<file path="src/rtl/idct_arb_pkg.sv">
// Shared types and default constants for the IDCT frame arbiter.
package idct_arb_pkg;

    localparam int unsigned WDATA_DEF = 42;
    localparam int unsigned WLEN_DEF  = 12;
    localparam int unsigned LAT_DEF   = 1;

    // Saturation ceiling of the per-frame overflow counter at the default width.
    localparam logic [WLEN_DEF-1:0] OVF_MAX_DEF = '1;

    typedef enum logic [1:0] {
        IDLE  = 2'd0,
        BURST = 2'd1,
        FLUSH = 2'd2
    } arb_state_e;

endpackage

</file>
<file path="src/rtl/idct_rr_pick.sv">
// Two-way round-robin pick: a sole requester wins, a tie goes to the channel that was not served last.
module idct_rr_pick (
    input  logic [1:0] req,
    input  logic       last_id,
    output logic       any,
    output logic       win_id
);

    assign any    = |req;
    assign win_id = (&req) ? ~last_id : req[1];

endmodule

</file>
<file path="src/rtl/idct_frame_arb.sv">
// Frame-granular round-robin scheduler sharing one IDCT scaling datapath between two channels.
// Define IDCT_ARB_OVF_CNT_EN to build the saturating per-frame overflow counter behind done_ovf_cnt.
module idct_frame_arb
    import idct_arb_pkg::*;
#(
    parameter int unsigned wData = WDATA_DEF,
    parameter int unsigned wLen  = WLEN_DEF,
    parameter int unsigned LAT   = LAT_DEF
) (
    input  logic             clk,
    input  logic             rst_sync,
    input  logic             req0,
    input  logic             req1,
    input  logic [wLen-1:0]  len0,
    input  logic [wLen-1:0]  len1,
    input  logic             in0_valid,
    input  logic             in1_valid,
    output logic             in0_ready,
    output logic             in1_ready,
    input  logic [wData-1:0] in0_real,
    input  logic [wData-1:0] in0_imag,
    input  logic [wData-1:0] in1_real,
    input  logic [wData-1:0] in1_imag,
    output logic             gnt0,
    output logic             gnt1,
    output logic             dp_valid,
    output logic             dp_sop,
    output logic             dp_eop,
    input  logic             dp_ready,
    output logic [wData-1:0] dp_real,
    output logic [wData-1:0] dp_imag,
    output logic [wLen-1:0]  dp_fftpts,
    input  logic             dp_overflow,
    output logic             done,
    output logic             done_id,
    output logic             done_ovf,
    output logic [wLen-1:0]  done_ovf_cnt
);

    localparam int unsigned FL_W = $clog2(LAT + 1);

    arb_state_e      state_q, state_d;
    logic            id_q, id_d;
    logic            last_id_q, last_id_d;
    logic [wLen-1:0] len_q, len_d;
    logic [wLen-1:0] cnt_q, cnt_d;
    logic [FL_W-1:0] fcnt_q, fcnt_d;
    logic            ovf_q, ovf_d;
    logic            any;
    logic            win_id;

`ifdef IDCT_ARB_OVF_CNT_EN
    localparam logic [wLen-1:0] OVF_MAX = '1;
    logic [wLen-1:0] ovf_cnt_q, ovf_cnt_d;
`endif

    idct_rr_pick u_pick (
        .req     ({req1, req0}),
        .last_id (last_id_q),
        .any     (any),
        .win_id  (win_id)
    );

    // State and frame context registers.
    always_ff @(posedge clk) begin
        if (rst_sync) begin
            state_q   <= IDLE;
            id_q      <= 1'b0;
            last_id_q <= 1'b1;
            len_q     <= '0;
            cnt_q     <= '0;
            fcnt_q    <= '0;
            ovf_q     <= 1'b0;
`ifdef IDCT_ARB_OVF_CNT_EN
            ovf_cnt_q <= '0;
`endif
        end else begin
            state_q   <= state_d;
            id_q      <= id_d;
            last_id_q <= last_id_d;
            len_q     <= len_d;
            cnt_q     <= cnt_d;
            fcnt_q    <= fcnt_d;
            ovf_q     <= ovf_d;
`ifdef IDCT_ARB_OVF_CNT_EN
            ovf_cnt_q <= ovf_cnt_d;
`endif
        end
    end

    // Next-state, stream mux, framing and completion reporting.
    always_comb begin
        state_d   = state_q;
        id_d      = id_q;
        last_id_d = last_id_q;
        len_d     = len_q;
        cnt_d     = cnt_q;
        fcnt_d    = fcnt_q;
        ovf_d     = ovf_q;
`ifdef IDCT_ARB_OVF_CNT_EN
        ovf_cnt_d = ovf_cnt_q;
`endif
        in0_ready = 1'b0;
        in1_ready = 1'b0;
        dp_valid  = 1'b0;
        dp_sop    = 1'b0;
        dp_eop    = 1'b0;
        dp_real   = '0;
        dp_imag   = '0;
        done      = 1'b0;
        gnt0      = (state_q != IDLE) & ~id_q;
        gnt1      = (state_q != IDLE) & id_q;

        unique case (state_q)
            IDLE: begin
                if (any) begin
                    state_d = BURST;
                    id_d    = win_id;
                    len_d   = win_id ? len1 : len0;
                    cnt_d   = '0;
                    ovf_d   = 1'b0;
`ifdef IDCT_ARB_OVF_CNT_EN
                    ovf_cnt_d = '0;
`endif
                end
            end
            BURST: begin
                dp_valid  = id_q ? in1_valid : in0_valid;
                in0_ready = ~id_q & dp_ready;
                in1_ready = id_q & dp_ready;
                dp_real   = id_q ? in1_real : in0_real;
                dp_imag   = id_q ? in1_imag : in0_imag;
                dp_sop    = dp_valid & (cnt_q == '0);
                // len 0 wraps to all-ones, i.e. a 2^wLen-sample frame.
                dp_eop    = dp_valid & (cnt_q == len_q - wLen'(1));
                if (dp_valid && dp_ready) begin
                    cnt_d = cnt_q + wLen'(1);
                    if (dp_eop) begin
                        state_d = FLUSH;
                        fcnt_d  = FL_W'(LAT);
                    end
                end
            end
            FLUSH: begin
                fcnt_d = fcnt_q - FL_W'(1);
                if (fcnt_q == FL_W'(1)) begin
                    done      = 1'b1;
                    state_d   = IDLE;
                    last_id_d = id_q;
                end
            end
            default: state_d = IDLE;
        endcase

        // Overflow seen in the completion cycle still counts toward that frame.
        if ((state_q != IDLE) && dp_overflow) begin
            ovf_d = 1'b1;
`ifdef IDCT_ARB_OVF_CNT_EN
            ovf_cnt_d = (ovf_cnt_q == OVF_MAX) ? ovf_cnt_q : ovf_cnt_q + wLen'(1);
`endif
        end

        done_id  = done & id_q;
        done_ovf = done & ovf_d;
`ifdef IDCT_ARB_OVF_CNT_EN
        done_ovf_cnt = done ? ovf_cnt_d : '0;
`else
        done_ovf_cnt = '0;
`endif
    end

    assign dp_fftpts = len_q;

endmodule

</file>
<file path="config.mk">
export PLATFORM = sky130hd
export DESIGN_NAME = idct_frame_arb
export DESIGN_NICKNAME = d
export VERILOG_FILES = /design/src/rtl/idct_arb_pkg.sv /design/src/rtl/idct_rr_pick.sv /design/src/rtl/idct_frame_arb.sv
export SDC_FILE = /design/constraint.sdc
export NUM_CORES = 1
export LEC_CHECK = 0
export ABC_AREA = 1
export CORE_AREA = 2 2 122 124
export DETAILED_ROUTE_END_ITERATION = 8
export DIE_AREA = 0 0 124 126
export PLACE_DENSITY = 0.68
export SLEW_MARGIN = 25
export SYNTH_ARGS = -nofsm -noshare
export SYNTH_HDL_FRONTEND = slang
export SYNTH_HIERARCHICAL = 1
export SYNTH_SLANG_ARGS = --single-unit
</file>
<file path="constraint.sdc">
create_clock -name clk -period 3.2 [get_ports clk]
set_clock_uncertainty 0.2 [all_clocks]
set_input_delay 0.32 -clock clk [delete_from_list [all_inputs] [get_ports clk]]
set_output_delay 0.32 -clock clk [all_outputs]
set_load 0.02 [all_outputs]
</file>
Yosys cells after proc, flatten, opt, wreduce, memory -nomap -nowiden
Index checks and enable logic that the tools add are counted.
{"block": "classes", "add_sub_neg": 3, "eq_ne": 7, "n_mux": 28, "bitwise": 10, "reduce_logical": 14}
{"operator": "2-to-1 mux 42 bit", "count": 4}
{"operator": "2-to-1 mux 12 bit", "count": 3}
{"operator": "case mux 12 bit (2 select lines)", "count": 1}
{"operator": "2-to-1 mux 1 bit", "count": 14}
{"operator": "adder 12 x 1 -> 12 bit, second input constant", "count": 1}
{"operator": "equality test 12 bit", "count": 1}
{"operator": "zero test 12 bit", "count": 1}
{"operator": "subtractor 12 x 1 -> 12 bit, second input constant", "count": 1}
{"operator": "bitwise AND 1 bit", "count": 8}
{"operator": "2-to-1 mux 2 bit", "count": 4}
{"operator": "!= test 2 bit, second input constant", "count": 4}
{"operator": "case mux 2 bit (3 select lines)", "count": 1}
{"operator": "AND reduction 2 bit", "count": 3}
{"operator": "AND reduction 3 bit", "count": 2}
{"operator": "nonzero test 2 bit", "count": 3}
{"operator": "AND reduction 4 bit", "count": 1}
{"operator": "equality test 2 x 1 -> 1 bit, second input constant", "count": 1}
{"operator": "equality test 2 bit, second input constant", "count": 1}
{"operator": "logical AND 1 bit", "count": 2}
{"operator": "zero test 2 bit", "count": 1}
{"operator": "inverter 1 bit", "count": 2}
{"operator": "case mux 1 bit (2 select lines)", "count": 1}
{"operator": "OR reduction 2 bit", "count": 1}
{"operator": "subtractor 1 bit, second input constant", "count": 1}
{"block": "word_totals", "register_bits": 30, "in_bits": 200, "out_inout_bits": 118, "wordCells": 69}

Depth between registers and ports, before layout
{"block": "depth", "word_depth": 6, "depth_mapped": 15, "ltp_nobuf": 14}

By module
The synthesis kept the hierarchy.
{"mod": "idct_frame_arb", "instances": 1, "cells_each": 619, "area_per_inst_um2": 3240.6, "seq_area_each_um2": 600.6}
{"mod": "idct_rr_pick", "instances": 1, "cells_each": 3, "area_per_inst_um2": 15.0, "seq_area_each_um2": 0.0}

Worst setup path before layout
No wires, ideal clock.
{"block": "synth_path", "path_kind": "register -> output", "startpoint": "reg len_q[0], in the netlist dp_fftpts[0]", "endpoint": "out dp_eop", "t_arrival_ps": 1744, "path_slack_ps": 936, "stages_incl_launch_ff": 12, "path_buffers": 0, "cell_sequence": "dfxtp_1 inv_2 ha_1 nand2_1 nand2_1 nand2_1 nand3_1 nor2_1 nand2_1 nor2_1 nand2_1 nor2_1"}
{"block": "synth_between", "elab_chain_len": 4}
{"item": "start: declaration", "line": "idct_frame_arb.sv:45", "source": "logic [wLen-1:0] len_q, len_d;"}
{"item": "start signal: assignment", "line": "idct_frame_arb.sv:81", "source": "len_q <= len_d;"}
{"item": "subtractor 12 x 1 -> 12 bit", "line": "idct_frame_arb.sv:135", "source": "dp_eop = dp_valid & (cnt_q == len_q - wLen'(1));"}
{"item": "equality test 12 bit", "line": "idct_frame_arb.sv:135"}
{"item": "bitwise AND 1 bit", "line": "idct_frame_arb.sv:135"}
{"item": "2-to-1 mux 1 bit", "line": "idct_frame_arb.sv:114", "source": "unique case (state_q)"}
{"item": "end: declaration", "line": "idct_frame_arb.sv:28", "source": "output logic dp_eop,"}
No other way between the ends.

Worst setup path after layout
{"block": "layout_path", "startpoint": "reg state_q[1]", "endpoint": "out dp_imag[2]"}
{"block": "layout_between", "elab_chain_len": 2}
{"item": "start: declaration", "line": "idct_frame_arb.sv:42", "source": "arb_state_e state_q, state_d;"}
{"item": "start signal: assignment", "line": "idct_frame_arb.sv:78", "source": "state_q <= state_d;"}
{"item": "equality test 2 x 1 -> 1 bit", "line": "idct_frame_arb.sv:114"}
{"item": "2-to-1 mux 42 bit", "line": "idct_frame_arb.sv:114"}
{"item": "end: declaration", "line": "idct_frame_arb.sv:31", "source": "output logic [wData-1:0] dp_imag,"}
No other way between the ends.

==> flow_summary.ini <==
[setup_path]
ff2ff_setup_slack_ps = 1190
end_kind = output port
cp-start-kind = flip-flop
crit_fanout = 69
critical_path_class = flip-flop to output port
cp.arrival_ps = 2350
cp.required_ps = 2680

[floorplanning]
die_h_um = 126
ios = 318
initial_utilization_pct = 22.7
fp-row-count = 44
die_w_um = 124
coreArea_um2 = 14300
dieArea_um2 = 15600

[finish]
final_nets = 1108
area_delta_synth_final_pct = 102
drive_gt1_share_pct = 3.97

[sta]
timing.final.crit_share_pct = 89.8
fmax_mhz = 348
tightest_slew_ps = 737
setup-tns-final_ps = 0
finalSetupViolCount = 0
finalHoldViolCount = 0
maxSlewHeadroom_pct = 50.9
rsz0062_at_grt = false
period_minus_slack_ps = 2870
maxSlewViolCount = 0

[power]
vdd_ir_drop_max_v = 0.000205
total_power_uw = 1980
p_leak_uw = 0.00272
p_per_area_nw_per_um2 = 302

[routing]
firstDrtPassIters = 6
via_count = 4847
routed_wl_um = 16600
wl_per_cell_um = 15.2
drt_iter0_drc = 305
ant_nets = 0
drc = 0
viasPerCell = 4.44

[synth]
avgSynthCellArea_um2 = 5.23
synth.largest_area_cell = nand2_1
synthTopCellsByCount = 236 x nand2_1, 125 x a21oi_1, 52 x nor2_1, 46 x inv_1, 34 x clkbuf_1
ys_ff_latch = 30
synthCells = 622
synth_area_leaders = nand2_1 27%, a21oi_1 19%, dfxtp_1 18%
ys_seq_area_share_pct = 18.4
yosysWarnings = 6
synth_edf_count = 0
yosysMostFrequentCell = nand2_1
yosysUniqueCellTypes = 32
yosys_most_used_dff = dfxtp_1
synth_area_um2 = 3260
synth.top_cell.area_share_pct = 27.2
ys_async_sr_fraction_pct = 0

[global_routing]
antenna_found_initial = 1
grtUsageTotal_pct = 20.0
grt_max_degree = 87
overflow = 0
grt_pass1_wl_um = 24400
grt_pass1_vias = 4454

[status]
status = completed

[placed_design]
dp_hpwl_um = 13400
numPortBuffers = 305
gp_congestion = 0.949

[clock_tree]
cts_hold_buf = 0
clk_pin_slew_ps = 50
root_buffer = clkbuf_16
post_cts_resized = 0
htree_levels = 2
cts_setup_buffers = 0
clk_latency_ps = 280
numCtsBuffers = 5
clockBufferDepth = 2
clock_sinks = 30
cts_tree = built

[min_path]
hp-class = flip-flop to flip-flop

[flow_run]
cap_viol_max_count = 0
## cells in the final DEF, fill, tap and decap left out, drive strengths merged
master	netlist	layout
clkdlybuf4s50	0	304
nand2	240	240
a21oi	125	125
nor2	57	57
inv	54	54
dfxtp	30	30
nand3	16	16
o21ai	16	16
conb	1	12
nand4	8	8
buf	14	8
nor3	8	8
clkbuf	34	7
xor2	4	4
nor4	3	3
a211oi	3	3
ha	3	3
nand3b	2	2
xnor2	2	2
or2	2	2
diode	0	1
clkinv	0	1
dlymetal6s2s	0	1
## metrics by stage
step	hold slack (ps)	utilization, %	cells	cell area [µm²]	worst slack (ps)
2_1_floorplan	239	-	633	3300	936
3_3_place_gp	261	44.9	1082	6420	402
3_5_place_dp	270	44.9	1082	6420	420
4_1_cts	281	45.9	1090	6570	159
5_1_grt	328	45.9	1091	6580	188
6_report	274	45.9	1091	6580	325
## final timing paths
| check | startpoint | cells after the start | endpoint |
|---|---|---|---|
| worst max-delay path | state_q[1]$_SDFFE_PP0P_ | 6 | dp_imag[2] |
| worst min-delay path | last_id_q$_SDFFE_PP1P_ | 2 | last_id_q$_SDFFE_PP1P_ |
| worst max register to register | dp_fftpts[0]$_SDFFE_PP0P_ | 11 | fcnt_q$_SDFFE_PP0P_ |
| worst min register to register | last_id_q$_SDFFE_PP1P_ | 2 | last_id_q$_SDFFE_PP1P_ |
## state kept, by name, summed over array words and instances (netlist names)
name	count
dp_fftpts	12
last_id_q	1
fcnt_q	1
cnt_q	12
ovf_q	1
state_q	2
id_q	1
## worst max-delay path, stage by stage (launching register included)
cell	delay (ps)
dfxtp_1	420
nor2_4	100
inv_2	60
buf_4	570
buf_4	290
a21oi_1	60
clkdlybuf4s50_1	540
## layer usage
layer	wire length (µm)	vias to the layer above	share of wire, %	global-route usage [%]
met4	354	0	2.1	5.82
met5	0	-	0	0
li1	-	2532	-	-
met1	6440	2084	39	23.4
met2	8290	207	50	36.1
met3	1490	24	9.0	4.53
## cell families (layout without fill, tap and decap cells)
family | Yosys count | in the layout | share of synthesized area, %
AOI/OAI and AO/OA | 144 | 144 | 22.4
adders and majority gates | 3 | 3 | 1.15
and+or+nand+nor | 336 | 336 | 42.7
other | 1 | 13 | 0.115
buffers and inverters | 102 | 375 | 13.6
DFF | 30 | 30 | 18.4
xor gates and xnor gates | 6 | 6 | 1.61
## power breakdown
part | switching [µW] | internal [µW]
clock | 163 | 308
combinational | 555 | 527
sequential | 34.7 | 397
total | 753 | 1230
## cell type report
cell class                 count  area, µm²
multi-input combinational    501       2250
inverter                      54        210
antenna                        1       2.50
sequential                    30        604
clock buffer                   7        143
tap                          184        230
fill                        1501       7740
timing repair buffer         313       3130
clock inverter                 1       5.00
Power figures use the tool's default switching activity.
